==> src/rtl/rr_arbiter4.sv <==
// Four-requester round-robin arbiter driving a shared active-low 2-to-4 decoder.
// Optional hold-time limit is compiled in with `define ARB_TIMEOUT_EN.
module rr_arbiter4 #(
    parameter int unsigned MAX_HOLD = 8
) (
    input  logic       CLK,
    input  logic       RESET_L,
    input  logic [3:0] REQ,
    output logic [3:0] GNT_L,
    output logic [1:0] SEL,
    output logic       G_L,
    output logic       BUSY,
    output logic       TIMEOUT,
    output logic [1:0] STATE_DBG
);

    typedef enum logic [1:0] {
        S_IDLE  = 2'd0,
        S_GRANT = 2'd1,
        S_GAP   = 2'd2
    } state_t;

    state_t     state_q, state_d;
    logic [1:0] ptr_q, ptr_d;
    logic [1:0] owner_q, owner_d;
    logic [1:0] sel_q, sel_d;
    logic [3:0] gnt_l_q, gnt_l_d;
    logic       g_l_q, g_l_d;
    logic       busy_q, busy_d;
    logic       pick_valid;
    logic [1:0] pick_idx;

`ifdef ARB_TIMEOUT_EN
    logic [3:0] hold_q, hold_d;
    logic       timeout_q, timeout_d;
`endif

    // Scan from the highest offset down so the lowest offset from PTR wins.
    always_comb begin
        pick_valid = 1'b0;
        pick_idx   = ptr_q;
        for (int k = 3; k >= 0; k--) begin
            if (REQ[ptr_q + 2'(k)]) begin
                pick_valid = 1'b1;
                pick_idx   = ptr_q + 2'(k);
            end
        end
    end

    always_comb begin
        state_d = state_q;
        ptr_d   = ptr_q;
        owner_d = owner_q;
        sel_d   = sel_q;
`ifdef ARB_TIMEOUT_EN
        hold_d    = hold_q;
        timeout_d = 1'b0;
`endif
        case (state_q)
            S_IDLE, S_GAP: begin
                if (pick_valid) begin
                    state_d = S_GRANT;
                    owner_d = pick_idx;
                    ptr_d   = pick_idx + 2'd1;
                    sel_d   = pick_idx;
`ifdef ARB_TIMEOUT_EN
                    hold_d  = 4'd0;
`endif
                end else begin
                    state_d = S_IDLE;
                end
            end
            S_GRANT: begin
                // A voluntary release wins over a coincident timeout.
                if (!REQ[owner_q]) begin
                    state_d = S_GAP;
`ifdef ARB_TIMEOUT_EN
                end else if (hold_q == 4'(MAX_HOLD - 1)) begin
                    state_d   = S_GAP;
                    timeout_d = 1'b1;
                end else begin
                    hold_d = hold_q + 4'd1;
`endif
                end
            end
            default: state_d = S_IDLE;
        endcase

        gnt_l_d = 4'hF;
        if (state_d == S_GRANT) begin
            gnt_l_d = ~(4'b0001 << owner_d);
        end
        g_l_d  = (state_d != S_GRANT);
        busy_d = (state_d != S_IDLE);
    end

    always_ff @(posedge CLK or negedge RESET_L) begin
        if (!RESET_L) begin
            state_q <= S_IDLE;
            ptr_q   <= 2'd0;
            owner_q <= 2'd0;
            sel_q   <= 2'd0;
            gnt_l_q <= 4'hF;
            g_l_q   <= 1'b1;
            busy_q  <= 1'b0;
        end else begin
            state_q <= state_d;
            ptr_q   <= ptr_d;
            owner_q <= owner_d;
            sel_q   <= sel_d;
            gnt_l_q <= gnt_l_d;
            g_l_q   <= g_l_d;
            busy_q  <= busy_d;
        end
    end

`ifdef ARB_TIMEOUT_EN
    always_ff @(posedge CLK or negedge RESET_L) begin
        if (!RESET_L) begin
            hold_q    <= 4'd0;
            timeout_q <= 1'b0;
        end else begin
            hold_q    <= hold_d;
            timeout_q <= timeout_d;
        end
    end

    assign TIMEOUT = timeout_q;
`else
    assign TIMEOUT = 1'b0;
`endif

    assign GNT_L     = gnt_l_q;
    assign SEL       = sel_q;
    assign G_L       = g_l_q;
    assign BUSY      = busy_q;
    assign STATE_DBG = state_q;

endmodule

==> config.mk <==
export PLATFORM = sky130hd
export DESIGN_NAME = rr_arbiter4
export DESIGN_NICKNAME = d
export VERILOG_FILES = /design/src/rtl/rr_arbiter4.sv
export SDC_FILE = /design/constraint.sdc
export NUM_CORES = 1
export LEC_CHECK = 0
export CORE_MARGIN = 1
export CORE_UTILIZATION = 44
export DETAILED_ROUTE_END_ITERATION = 8
export PLACE_DENSITY = 0.79
export RECOVER_POWER = 50
export SYNTH_ARGS = -nofsm -noshare
export SYNTH_HDL_FRONTEND = slang
export SYNTH_SLANG_ARGS = --single-unit
==> constraint.sdc <==
create_clock -name CLK -period 2.3 [get_ports CLK]
set_clock_uncertainty 0.15 [all_clocks]
set_input_delay 0.46 -clock CLK [delete_from_list [all_inputs] [get_ports CLK]]
set_output_delay 0.46 -clock CLK [all_outputs]
set_load 0.02 [all_outputs]
# ---- Yosys cells after proc, flatten, opt, wreduce, memory -nomap -nowiden
# Cells that the tools add are included.
dict set report op_classes {
  shifts 1
  mux 24
  n_eq_ne 4
  reduce_logical 4
  order_cmp 5
  bitwise_logic 1
  n_addsub 4
}
# op n
set ops {}
lappend ops {{2-bit by 3-bit < comparator with 1-bit output, second input constant} 5}
lappend ops {{2-bit 2-to-1 mux} 7}
lappend ops {{1-bit binary-select mux with 2-bit select} 5}
lappend ops {{1-bit 2-to-1 mux} 10}
lappend ops {{2-bit by 1-bit adder with 2-bit output, second input constant} 2}
lappend ops {{2-bit adder, second input constant} 2}
lappend ops {{2-bit by 1-bit equality test with 1-bit output, second input constant} 2}
lappend ops {{4-bit 2-to-1 mux} 1}
lappend ops {{4-bit NOT} 1}
lappend ops {{2-bit case mux with 2 select lines} 1}
lappend ops {{1-bit by 2-bit << shifter with 4-bit output, first input constant} 1}
lappend ops {{2-bit equality test, second input constant} 1}
lappend ops {{2-bit zero test} 1}
lappend ops {{2-bit by 1-bit != test with 1-bit output, second input constant} 1}
lappend ops {{2-bit AND reduction} 1}
lappend ops {{2-bit nonzero test} 1}
lappend ops {{2-bit OR reduction} 1}
dict set report totals {
  ff_bits 14
  output_inout_bits 11
  elab_cells 50
  inputBits 6
}

# ---- Logic depth before layout (Yosys ltp)
dict set report depth {
  ltp_word 12
  mapped_depth 5
  ltp_nobuf 4
}

# ---- Least setup slack after synthesis
# No wires, ideal clock.
dict set report synth_timing {
  path_kind {input port to flip-flop}
  start {input port REQ[0]}
  end {register gnt_l_q[0] (netlist: GNT_L[0])}
  cell_stages 5
  t_arrival_ns 1.459
  t_required_ns 2.062
  setup_time_ns 0.088
  path_slack_ns 0.603
  path_buffers 1
  path_cell_list {nor4_2 or2_1 buf_6 o31ai_4 or3b_1}
}
dict set report synth_between {
  elab_chain_cells 11
  word_cells_on_any_way 27
  cone_classes {eq/ne (1); shift (1); mux (24); bitwise (1)}
}
# item line
set synth_lines {}
lappend synth_lines {{start: declaration} 8} ;# input logic [3:0] REQ,
lappend synth_lines {{1-bit binary-select mux with 2-bit select} 43} ;# if (REQ[ptr_q + 2'(k)]) begin
lappend synth_lines {{1-bit 2-to-1 mux (implied by the code)} 43}
lappend synth_lines {{2-bit 2-to-1 mux / 1-bit 2-to-1 mux (equally long branches) (4 in a row)} 43}
lappend synth_lines {{2-bit 2-to-1 mux *} 61} ;# if (pick_valid) begin
lappend synth_lines {{2-bit 2-to-1 mux *} 59} ;# case (state_q)
lappend synth_lines {{named net owner_d[1]} 25} ;# logic [1:0] owner_q, owner_d;
lappend synth_lines {{1-bit by 2-bit << shifter with 4-bit output *} 91} ;# gnt_l_d = ~(4'b0001 << owner_d);
lappend synth_lines {{4-bit NOT *} 91}
lappend synth_lines {{4-bit 2-to-1 mux *} 90} ;# if (state_d == S_GRANT) begin
lappend synth_lines {{named net gnt_l_d[0]} 27} ;# logic [3:0] gnt_l_q, gnt_l_d;
lappend synth_lines {{end signal: assignment} 111} ;# gnt_l_q <= gnt_l_d;
lappend synth_lines {{end: declaration} 27}
# Mark *: on every way through the listed nets, which the timed path passes. The rest lies on a longest branch. The select of a mux whose other input is x is not followed.
# A chain may end at the register's enable or synchronous reset.

# ---- Worst setup path in the final report
dict set report layout_timing {
  start {input port REQ[1]}
  end {register gnt_l_q[0] (netlist: GNT_L[0])}
}
# Same word-level chain as after synthesis.

==> flow_metrics.tcl <==
set metrics [dict create \
    status "finished, final reports clean" \
    die_area_um2 1730 \
    endpoint_kind "register" \
    rows 13 \
    globalplace.congestion 0.880 \
    clockPowerShare_pct 14.1 \
    critical_path_class "in -> reg" \
    ctsHoldBuffers 0 \
    min_path_type "reg -> reg" \
    via_count 533 \
    portBuffers 15 \
    final_cell_mix "clkdlybuf4s50_1 (12), dfrtp_1 (9), nand2_1 (6)" \
    netlist_instances 62 \
    required_ps 2360 \
    fin_tns_setup_ps 0 \
    cts_resized 0 \
    fillers 110 \
    insertion_delay_ps 280 \
    drt_iter0_drc 14 \
    grt_pass1_wl_um 2100 \
    path_max_fanout 8 \
    cts_made_buffers 3 \
    finalWorstSetupSlack_ps 134 \
    htree_levels 1 \
    finalCritPeriodShare_pct 94.2 \
    core_area_um2 1380 \
    hold_violations 0 \
    cts_tree "built" \
    clkTransAtPathRegs_ps 80 \
    clock-sinks 14 \
    ios 17 \
    grt_start_max_net_pins 15 \
    fp.dieW_um 41.6 \
    drv_slew 0 \
    powerDensity_nw_per_um2 1380 \
    place_ws_ps 1.83 \
    startpoint_type "input pin" \
    first_global_vias 478 \
    setup_violations 0 \
    die_y_um 41.6 \
    postCtsSetupBuffers 0 \
    pwr-share-comb_pct 48.7 \
    grt_usage_pct 16.5 \
    drc 0 \
    synth_edf_count 0 \
    max_freq_mhz 462 \
    p_seq_share_pct 37.1 \
    antenna_found_initial 0 \
    p_switching_mw 0.481 \
    synth.net_count 68 \
    ys_top_cells_by_area "dfrtp_1 (33%), dfstp_2 (19%), mux4_1 (3.8%), nand2_1 (3.3%), nand3b_1 (3.3%)" \
    yosys_warnings 0 \
    worst_pin_slew_ps 608 \
    ys_types 29 \
    p_leak_nw 0.382 \
    layout_commonest_cell "clkdlybuf4s50_1" \
    synth_seq_cells 14 \
    grt_overflow_total 0 \
    netlist_area_um2 691 \
    swShare_pct 38.7 \
    rsz0062_at_grt "no" \
    diodes 0 \
    arrival_ps 2230 \
    worst_ir_drop_vdd_uv 751 \
    initial_utilization_pct 50.0 \
    root_buffer "clkbuf_4" \
    drive_gt1_share_pct 20.7 \
    synth_top_area_share_pct 32.6 \
    synthFlopType "dfrtp_1" \
    routedWlPerCell_um 13.2 \
    max_cap_violations 0 \
    wl_um 1280 \
    synth_seq_area_share_pct 51.6 \
    post-dp-hpwl_um 889 \
    syn2layout_area_growth_pct 30.3 \
    cts_buffer_depth 2 \
    p_int_mw 0.763 \
    drtPass1Iterations 4 \
    vias_per_cell 5.49 \
    fin_nets 89 \
    synth_area_per_cell_um2 11.1 \
    min_period_ps 2170 \
    async_flop_share_pct 100 \
    slew_headroom_pct 59.3 \
    yosysTopAreaCell "dfrtp_1" \
    ant_nets 0 \
]
critical path, stage by stage:
cell	delay (ps)
dlygate4sd3_1	640
nor4_2	340
or2_0	280
o31ai_4	110
or3b_1	390
kinds of logic (layout without fill, tap and decap cells):
family	after synthesis	count (layout)	synth area share (%)
and+or+nand+nor	25	25	20.1
other	1	1	0.543
xor gates and xnor gates	1	1	1.27
buffers and inverters	6	26	5.43
AOI/OAI and AO/OA	14	14	17.2
muxes	1	1	3.81
DFF	14	14	51.6
state kept, by name (all words and copies together), names as in the netlist:
name / count
ptr_q: 2
BUSY: 1
GNT_L: 4
owner_q: 2
G_L: 1
SEL: 2
STATE_DBG: 2
stage by stage:
| stage | cell area, um2 | instances | utilization [%] | total power, mW | hold WS (ps) |
|---|---|---|---|---|---|
| final | 900 | 97 | 65.1 | 1.24 | 334 |
| after global routing | 900 | 97 | 65.1 | 1.33 | 368 |
| after CTS | 900 | 97 | 65.1 | 1.25 | 340 |
| after detailed placement | 863 | 93 | 62.4 | 1.07 | 321 |
| after global placement | 863 | 93 | 62.4 | 1.06 | 312 |
| after floorplan | 691 | 62 | - | 0.851 | 14.4 |
synth_stat cells, types with 2 or more instances:
library cell and number:
nor2_1 5, nand2b_1 3, nand3b_1 3, nand2_1 6
nand3_1 3, inv_1 3, dfstp_2 5, dfrtp_1 9
buf_4 2, o21ai_0 4
area by class of cell:
cell class	instances	area, um2	area share [%]
sequential	14	357	39.6
multi-input combinational	42	297	33.0
tap	15	18.8	2.09
timing repair buffer	19	180	20.0
clock buffer	4	36.3	4.03
inverter	3	11.3	1.25
per-layer routing:
layer / part of all wire, % / vias up / track usage (%)
li1: - / 254 / -
met1: 47 / 262 / 20.2
met2: 47 / 15 / 25.3
met3: 4.6 / 2 / 6.52
met4: 0.94 / 0 / 7.74
met5: 0 / - / 0
path summary, 6_finish.rpt:
path / from / end / slack (ps) / depth (start not counted)
max reg2reg: ptr_q[1] / GNT_L[0] / 520 / 4
min: SEL[1] / SEL[1] / 330 / 2
max in group asynchronous: RESET_L / ptr_q[1] / 1130 / 1
min in group asynchronous: RESET_L / SEL[1] / 470 / 1
min reg2reg: SEL[1] / SEL[1] / 330 / 2
max: REQ[1] / GNT_L[0] / 130 / 5
power groups by stage:
stage               Clock [mW]  Sequential, mW  Combinational (mW)
floorplan                    0           0.525               0.326
global placement             0           0.465               0.593
detailed placement           0           0.467               0.602
CTS                      0.180           0.464               0.610
global route             0.189           0.480               0.657
finish                   0.175           0.462               0.606
(Power assumes the default switching activity.)
